## config.mk

```make
export PLATFORM = sky130hd
export DESIGN_NAME = instruction_fetch_unit_flat
export DESIGN_NICKNAME = d
export VERILOG_FILES = /design/src/rtl/instruction_fetch_unit_if.sv /design/src/rtl/instruction_fetch_unit.sv /design/src/flat_wrapper.sv
export SDC_FILE = /design/constraint.sdc
export NUM_CORES = 1
export LEC_CHECK = 0
export CORE_MARGIN = 2
export CORE_UTILIZATION = 25
export DETAILED_ROUTE_END_ITERATION = 12
export GPL_TIMING_DRIVEN = 0
export PLACE_DENSITY_LB_ADDON = 0.1
export SYNTH_ARGS = -nofsm -noshare
export SYNTH_HDL_FRONTEND = slang
export SYNTH_SLANG_ARGS = --single-unit
```

## constraint.sdc

```tcl
create_clock -name clk -period 2.3 [get_ports clk]
set_input_delay 0.23 -clock clk [delete_from_list [all_inputs] [get_ports clk]]
set_output_delay 0.23 -clock clk [all_outputs]
set_load 0.01 [all_outputs]
```

## src/rtl/instruction_fetch_unit_if.sv

```systemverilog
// Fetch-stage bundle: instruction-memory address/data plus the decode-facing handshake.
interface instruction_fetch_unit_if;
  logic        stall;
  logic        branch_taken;
  logic [31:0] branch_target;
  logic [31:0] imem_addr;
  logic [31:0] imem_data;
  logic [31:0] instr_out;
  logic [31:0] pc_out;
  logic        instr_valid;
  logic        halt;
  logic [31:0] fetch_count;

  modport master (
    input  stall, branch_taken, branch_target, imem_data,
    output imem_addr, instr_out, pc_out, instr_valid, halt, fetch_count
  );

  modport slave (
    output stall, branch_taken, branch_target, imem_data,
    input  imem_addr, instr_out, pc_out, instr_valid, halt, fetch_count
  );
endinterface

```

## src/rtl/instruction_fetch_unit.sv

```systemverilog
// PC/fetch control for a sync-read imem: 1-cycle addr-to-instr latency, stall holds and re-reads the presented word.
// Zero-bubble branch redirect, sticky halt on address overrun; IFU_HALT_DETECT_EN also halts on an accepted all-ones word.
module instruction_fetch_unit #(
  parameter logic [31:0] RESET_PC = 32'd0,
  parameter logic [31:0] ADDR_MAX = 32'd1024
) (
  input  logic                      clk,
  input  logic                      rst,
  instruction_fetch_unit_if.master  fetch
);

  typedef enum logic [1:0] {BOOT, RUN, HALT} state_e;

  state_e      state_q;
  logic [31:0] pc_q;
  logic [31:0] issued_pc_q;
  logic        issued_valid_q;
  logic [31:0] fetch_count_q;

  logic        valid;
  logic        accept;
  logic        halt_hit;
  logic [31:0] imem_addr_d;

  assign valid  = issued_valid_q && (state_q != HALT);
  assign accept = valid && !fetch.stall;

`ifdef IFU_HALT_DETECT_EN
  assign halt_hit = accept && (fetch.imem_data == 32'hFFFF_FFFF);
`else
  assign halt_hit = 1'b0;
`endif

  // Stall re-reads the issued word so imem_data stays stable across the stall.
  always_comb begin
    imem_addr_d = pc_q;
    if (state_q == HALT) begin
      imem_addr_d = issued_pc_q;
    end else if (fetch.branch_taken) begin
      imem_addr_d = fetch.branch_target;
    end else if (fetch.stall) begin
      imem_addr_d = issued_pc_q;
    end
  end

  always_ff @(posedge clk) begin
    if (rst) begin
      state_q        <= BOOT;
      pc_q           <= RESET_PC;
      issued_pc_q    <= RESET_PC;
      issued_valid_q <= 1'b0;
      fetch_count_q  <= 32'd0;
    end else if (state_q != HALT) begin
      if (accept) begin
        fetch_count_q <= fetch_count_q + 32'd1;
      end
      if (halt_hit) begin
        state_q        <= HALT;
        issued_valid_q <= 1'b0;
      end else if (fetch.branch_taken) begin
        if (fetch.branch_target > ADDR_MAX) begin
          state_q        <= HALT;
          issued_valid_q <= 1'b0;
        end else begin
          issued_pc_q    <= fetch.branch_target;
          pc_q           <= fetch.branch_target + 32'd1;
          issued_valid_q <= 1'b1;
          state_q        <= RUN;
        end
      end else if (!fetch.stall) begin
        if (pc_q > ADDR_MAX) begin
          state_q        <= HALT;
          issued_valid_q <= 1'b0;
        end else begin
          issued_pc_q    <= pc_q;
          pc_q           <= pc_q + 32'd1;
          issued_valid_q <= 1'b1;
          state_q        <= RUN;
        end
      end
    end
  end

  assign fetch.imem_addr   = imem_addr_d;
  assign fetch.instr_valid = valid;
  assign fetch.instr_out   = valid ? fetch.imem_data : 32'd0;
  assign fetch.pc_out      = issued_pc_q;
  assign fetch.halt        = (state_q == HALT);
  assign fetch.fetch_count = fetch_count_q;

endmodule

```

## src/flat_wrapper.sv

```systemverilog
// flat-port wrapper written by rule: the top's interface ports become plain ports
module instruction_fetch_unit_flat 
#(
  parameter logic [31:0] RESET_PC = 32'd0,
  parameter logic [31:0] ADDR_MAX = 32'd1024
)
  (clk, rst, fetch_stall, fetch_branch_taken, fetch_branch_target, fetch_imem_data, fetch_imem_addr, fetch_instr_out, fetch_pc_out, fetch_instr_valid, fetch_halt, fetch_fetch_count);
  instruction_fetch_unit_if fetch_i ();
  input  logic clk;
  input  logic rst;
  input wire logic [$bits(fetch_i.stall)-1:0] fetch_stall;
  input wire logic [$bits(fetch_i.branch_taken)-1:0] fetch_branch_taken;
  input wire logic [$bits(fetch_i.branch_target)-1:0] fetch_branch_target;
  input wire logic [$bits(fetch_i.imem_data)-1:0] fetch_imem_data;
  output wire logic [$bits(fetch_i.imem_addr)-1:0] fetch_imem_addr;
  output wire logic [$bits(fetch_i.instr_out)-1:0] fetch_instr_out;
  output wire logic [$bits(fetch_i.pc_out)-1:0] fetch_pc_out;
  output wire logic [$bits(fetch_i.instr_valid)-1:0] fetch_instr_valid;
  output wire logic [$bits(fetch_i.halt)-1:0] fetch_halt;
  output wire logic [$bits(fetch_i.fetch_count)-1:0] fetch_fetch_count;
  assign fetch_i.stall = fetch_stall;
  assign fetch_i.branch_taken = fetch_branch_taken;
  assign fetch_i.branch_target = fetch_branch_target;
  assign fetch_i.imem_data = fetch_imem_data;
  assign fetch_imem_addr = fetch_i.imem_addr;
  assign fetch_instr_out = fetch_i.instr_out;
  assign fetch_pc_out = fetch_i.pc_out;
  assign fetch_instr_valid = fetch_i.instr_valid;
  assign fetch_halt = fetch_i.halt;
  assign fetch_fetch_count = fetch_i.fetch_count;
  instruction_fetch_unit #(.RESET_PC(RESET_PC), .ADDR_MAX(ADDR_MAX)) u_core (.clk(clk), .rst(rst), .fetch(fetch_i));
endmodule
```

==> results.md <==
* Status: finished clean
* Via count at 5007
* Hold buffer count at cts at 0
* Max Freq at 439.0 MHz
* DR vias/cell at 4.824
* Post-route cell area at 7585 µm²
* Core Region at 18770 µm²
* Top_reg_cell synth: dfxtp_1
* Final hold violations at 0
* Peak supply drop at 0.0003707 V
* Critical path class: flip-flop to flip-flop
* CTS tree: yes
* Hpwl dp at 13120 µm
* Minimum clock period at 2.278 ns
* Most numerous cell in the Yosys netlist: dfxtp_1
* GRT overflow at 0
* Max Slew Vio Count at 0
* Layout filler cell count at 1918
* Unrepaired setup endpoints after global routing: true
* Register area share after synthesis at 41.01%
* Layout cells sized above 1 at 8.209%
* Residual DRC at 0
* First-pass GRT wire length at 27080 µm
* Dpl ws at -1.316 ns
* Largest net degree at the start of global routing at 17
* Final WL at 17740 µm
* Die Y at 142.3 µm
* Multi-input combinational cell area at 2736 µm²
* Top post-synthesis cells by area: dfxtp_1, and2_1, nor2_1, a21oi_1, o22ai_1
* Area grow syn2layout at 58.57%
* Count of TritonRoute iterations in the first routing pass at 5
* Max-cap violations at 0
* Dpl cell area at 7038 µm²
* Final antenna-violating net count at 0
* Mean area per synthesized cell at 8.094 µm²
* Worst Hold Margin at 0.3475 ns
* Share of async-settable or async-resettable flops after synthesis at 0%
* Clock Path Buffers at 2
* Vias in the first global route at 4943
* Top cell type's share of synthesized area at 41.01%
* Setup violators final at 0
* Leak Pwr at 0.002843 µW
* H-tree levels at 3
* Cell area after synthesis at 4783 µm²
* Net count after synthesis at 661
* GRT Util Overall at 17.06%
* Final Cycle Share at 99.03%
* Ys Warns at 0
* Hold Crit Class: input port to flip-flop
* Row count at 50
* Worst Skew at 0.01074 ns
* Max_slew headroom at 49.92%
* Synth cell count leaders: dfxtp_1, nor2_1, and2_1
* CP endpoint kind: flip-flop
* Register area at 1967 µm²
* Total power at 4364 µW
* Clock latency on the worst-skew pair at 0.35 ns
* CP Launch Type: flip-flop
* Number of port buffers at 196
* Iter 0 DRT Violations at 237
* Least-Margin Pin Slew at 0.7512 ns
* Synth area leader: dfxtp_1
* CTS Buf Count at 9
* Final WS setup at 0.02234 ns
* Die width at 142.3 µm
* Ant diodes at 0
* CP Max Fanout at 5
* DR WL/cell at 17.09 µm
* PD cells at 575.3 nW/µm²
* Fin nets at 869
* Number of flops mapped to enable cells by yosys at 0
* #FFs+latches synth at 98
* Arrival @ worst endpoint at 2.50 ns
* DIE AREA at 20260 µm²
* Clock root buffer: clkbuf_16
* Worst R2R Path Depth at 8
* Clock slew at reported path FFs at 0.07 ns
* Crit path required time at 2.52 ns
* Initial antenna violation count at 0
* Placer congestion estimate at 0.8643
* Syn Inst Count at 591
* I/O Pins at 198
* Initial Util at 25.49%
* Hold Crit Depth at 3
* Clk sinks at 98
* Post-synth cell types at 46
-- final cells by class --
class                      instances  share of cell area [%]
sequential                        98                   25.93
tap                              234                   3.860
inverter                          10                  0.4949
clock buffer                       9                   2.969
timing repair buffer             200                   26.13
buffer                            38                   3.316
multi-input combinational        442                   36.08
clock inverter                     7                   1.221
-- placed cells by master (no fill, tap or decap), types with 3 or more instances in the layout --
cell and instances:
a21oi_1 45, clkbuf_2 4, a311oi_1 3, nor3_1 4, nand2b_1 5, clkbuf_1 16, and2_1 75, buf_2 3
clkbuf_16 9, a211oi_1 9, xor2_1 21, dlygate4sd2_1 34, o22ai_1 31, dfxtp_1 96, a31oi_1 7, clkdlybuf4s50_1 160
clkinv_2 3, buf_6 4, inv_1 10, xnor2_1 11, and3_1 3, buf_4 7, nand3b_1 7, nor4_1 11
nor2_1 91, nor4_2 5, nand4_1 16, nand3_1 20, nand2_1 22, mux2i_1 14, and4_1 3, clkbuf_8 4
nor2b_1 3
-- registers in the layout (all words and copies together), names as in the netlist --
signal,cells
u_core.pc_q,32
u_core.fetch.pc_out,32
u_core.fetch.fetch_count,32
u_core.state_q,2
-- timing repair --
action | in CTS | in global routing
cloned | 1 | 0
buffers inserted | 2 | 1
setup endpoints to repair | 130 | 75
pin swaps | 6 | 4
resized for setup | 84 | 27
-- where the power goes --
| group | switching [µW] | internal [µW] | total, µW |
|---|---|---|---|
| Clock | 713 | 955 | 1670 |
| Sequential | 42.1 | 1730 | 1770 |
| Combinational | 461 | 461 | 922 |
-- per-stage QoR --
stage / cells / util [%] / setup TNS, ns
after global routing: 1038 / 40.41 / -0.04355
after detailed placement: 1021 / 37.50 / -63.02
final: 1038 / 40.41 / 0
after floorplan: 591 / - / 0
after CTS: 1037 / 40.00 / -0.01611
after global placement: 1021 / 37.50 / -60.17
-- worst max-delay path, cell delays in order, from the launching register on --
cell       delay (ns)
dfxtp_1          0.36
nor4_2           0.35
a41oi_2          0.20
or3_4            0.43
a21oi_4          0.15
buf_6            0.15
bufbuf_16        0.26
mux2i_1          0.17
a21oi_1          0.07
-- cells by family (layout without fill, tap and decap cells) --
family / Yosys count / count (layout) / synth area share, %
AOI/OAI and AO/OA: 112 / 112 / 14.52
xor gates and xnor gates: 32 / 32 / 5.859
adders and majority gates: 2 / 2 / 0.5231
buffers and inverters: 51 / 264 / 4.264
DFF: 98 / 98 / 41.01
muxes: 15 / 15 / 3.165
and+or+nand+nor: 281 / 281 / 30.66
-- path summary, 6_finish.rpt --
kind | to | slack [ns] | start
worst min register to register | u_core.fetch.pc_out[27] | 0.49 | u_core.fetch.pc_out[27]
worst max-delay path | u_core.pc_q[6] | 0.02 | u_core.pc_q[0]
worst max register to register | u_core.pc_q[6] | 0.02 | u_core.pc_q[0]
worst min-delay path | u_core.fetch.pc_out[4] | 0.35 | fetch_branch_target[4]
-- routing by layer --
layer / vias up / global-route usage [%] / routed length [µm]
met5: - / 0 / 0
met4: 0 / 4.534 / 348
met3: 22 / 4.946 / 1038
met2: 151 / 28.93 / 8564
met1: 2354 / 21.24 / 7785
li1: 2480 / - / -
Power figures use the tool's default switching activity.
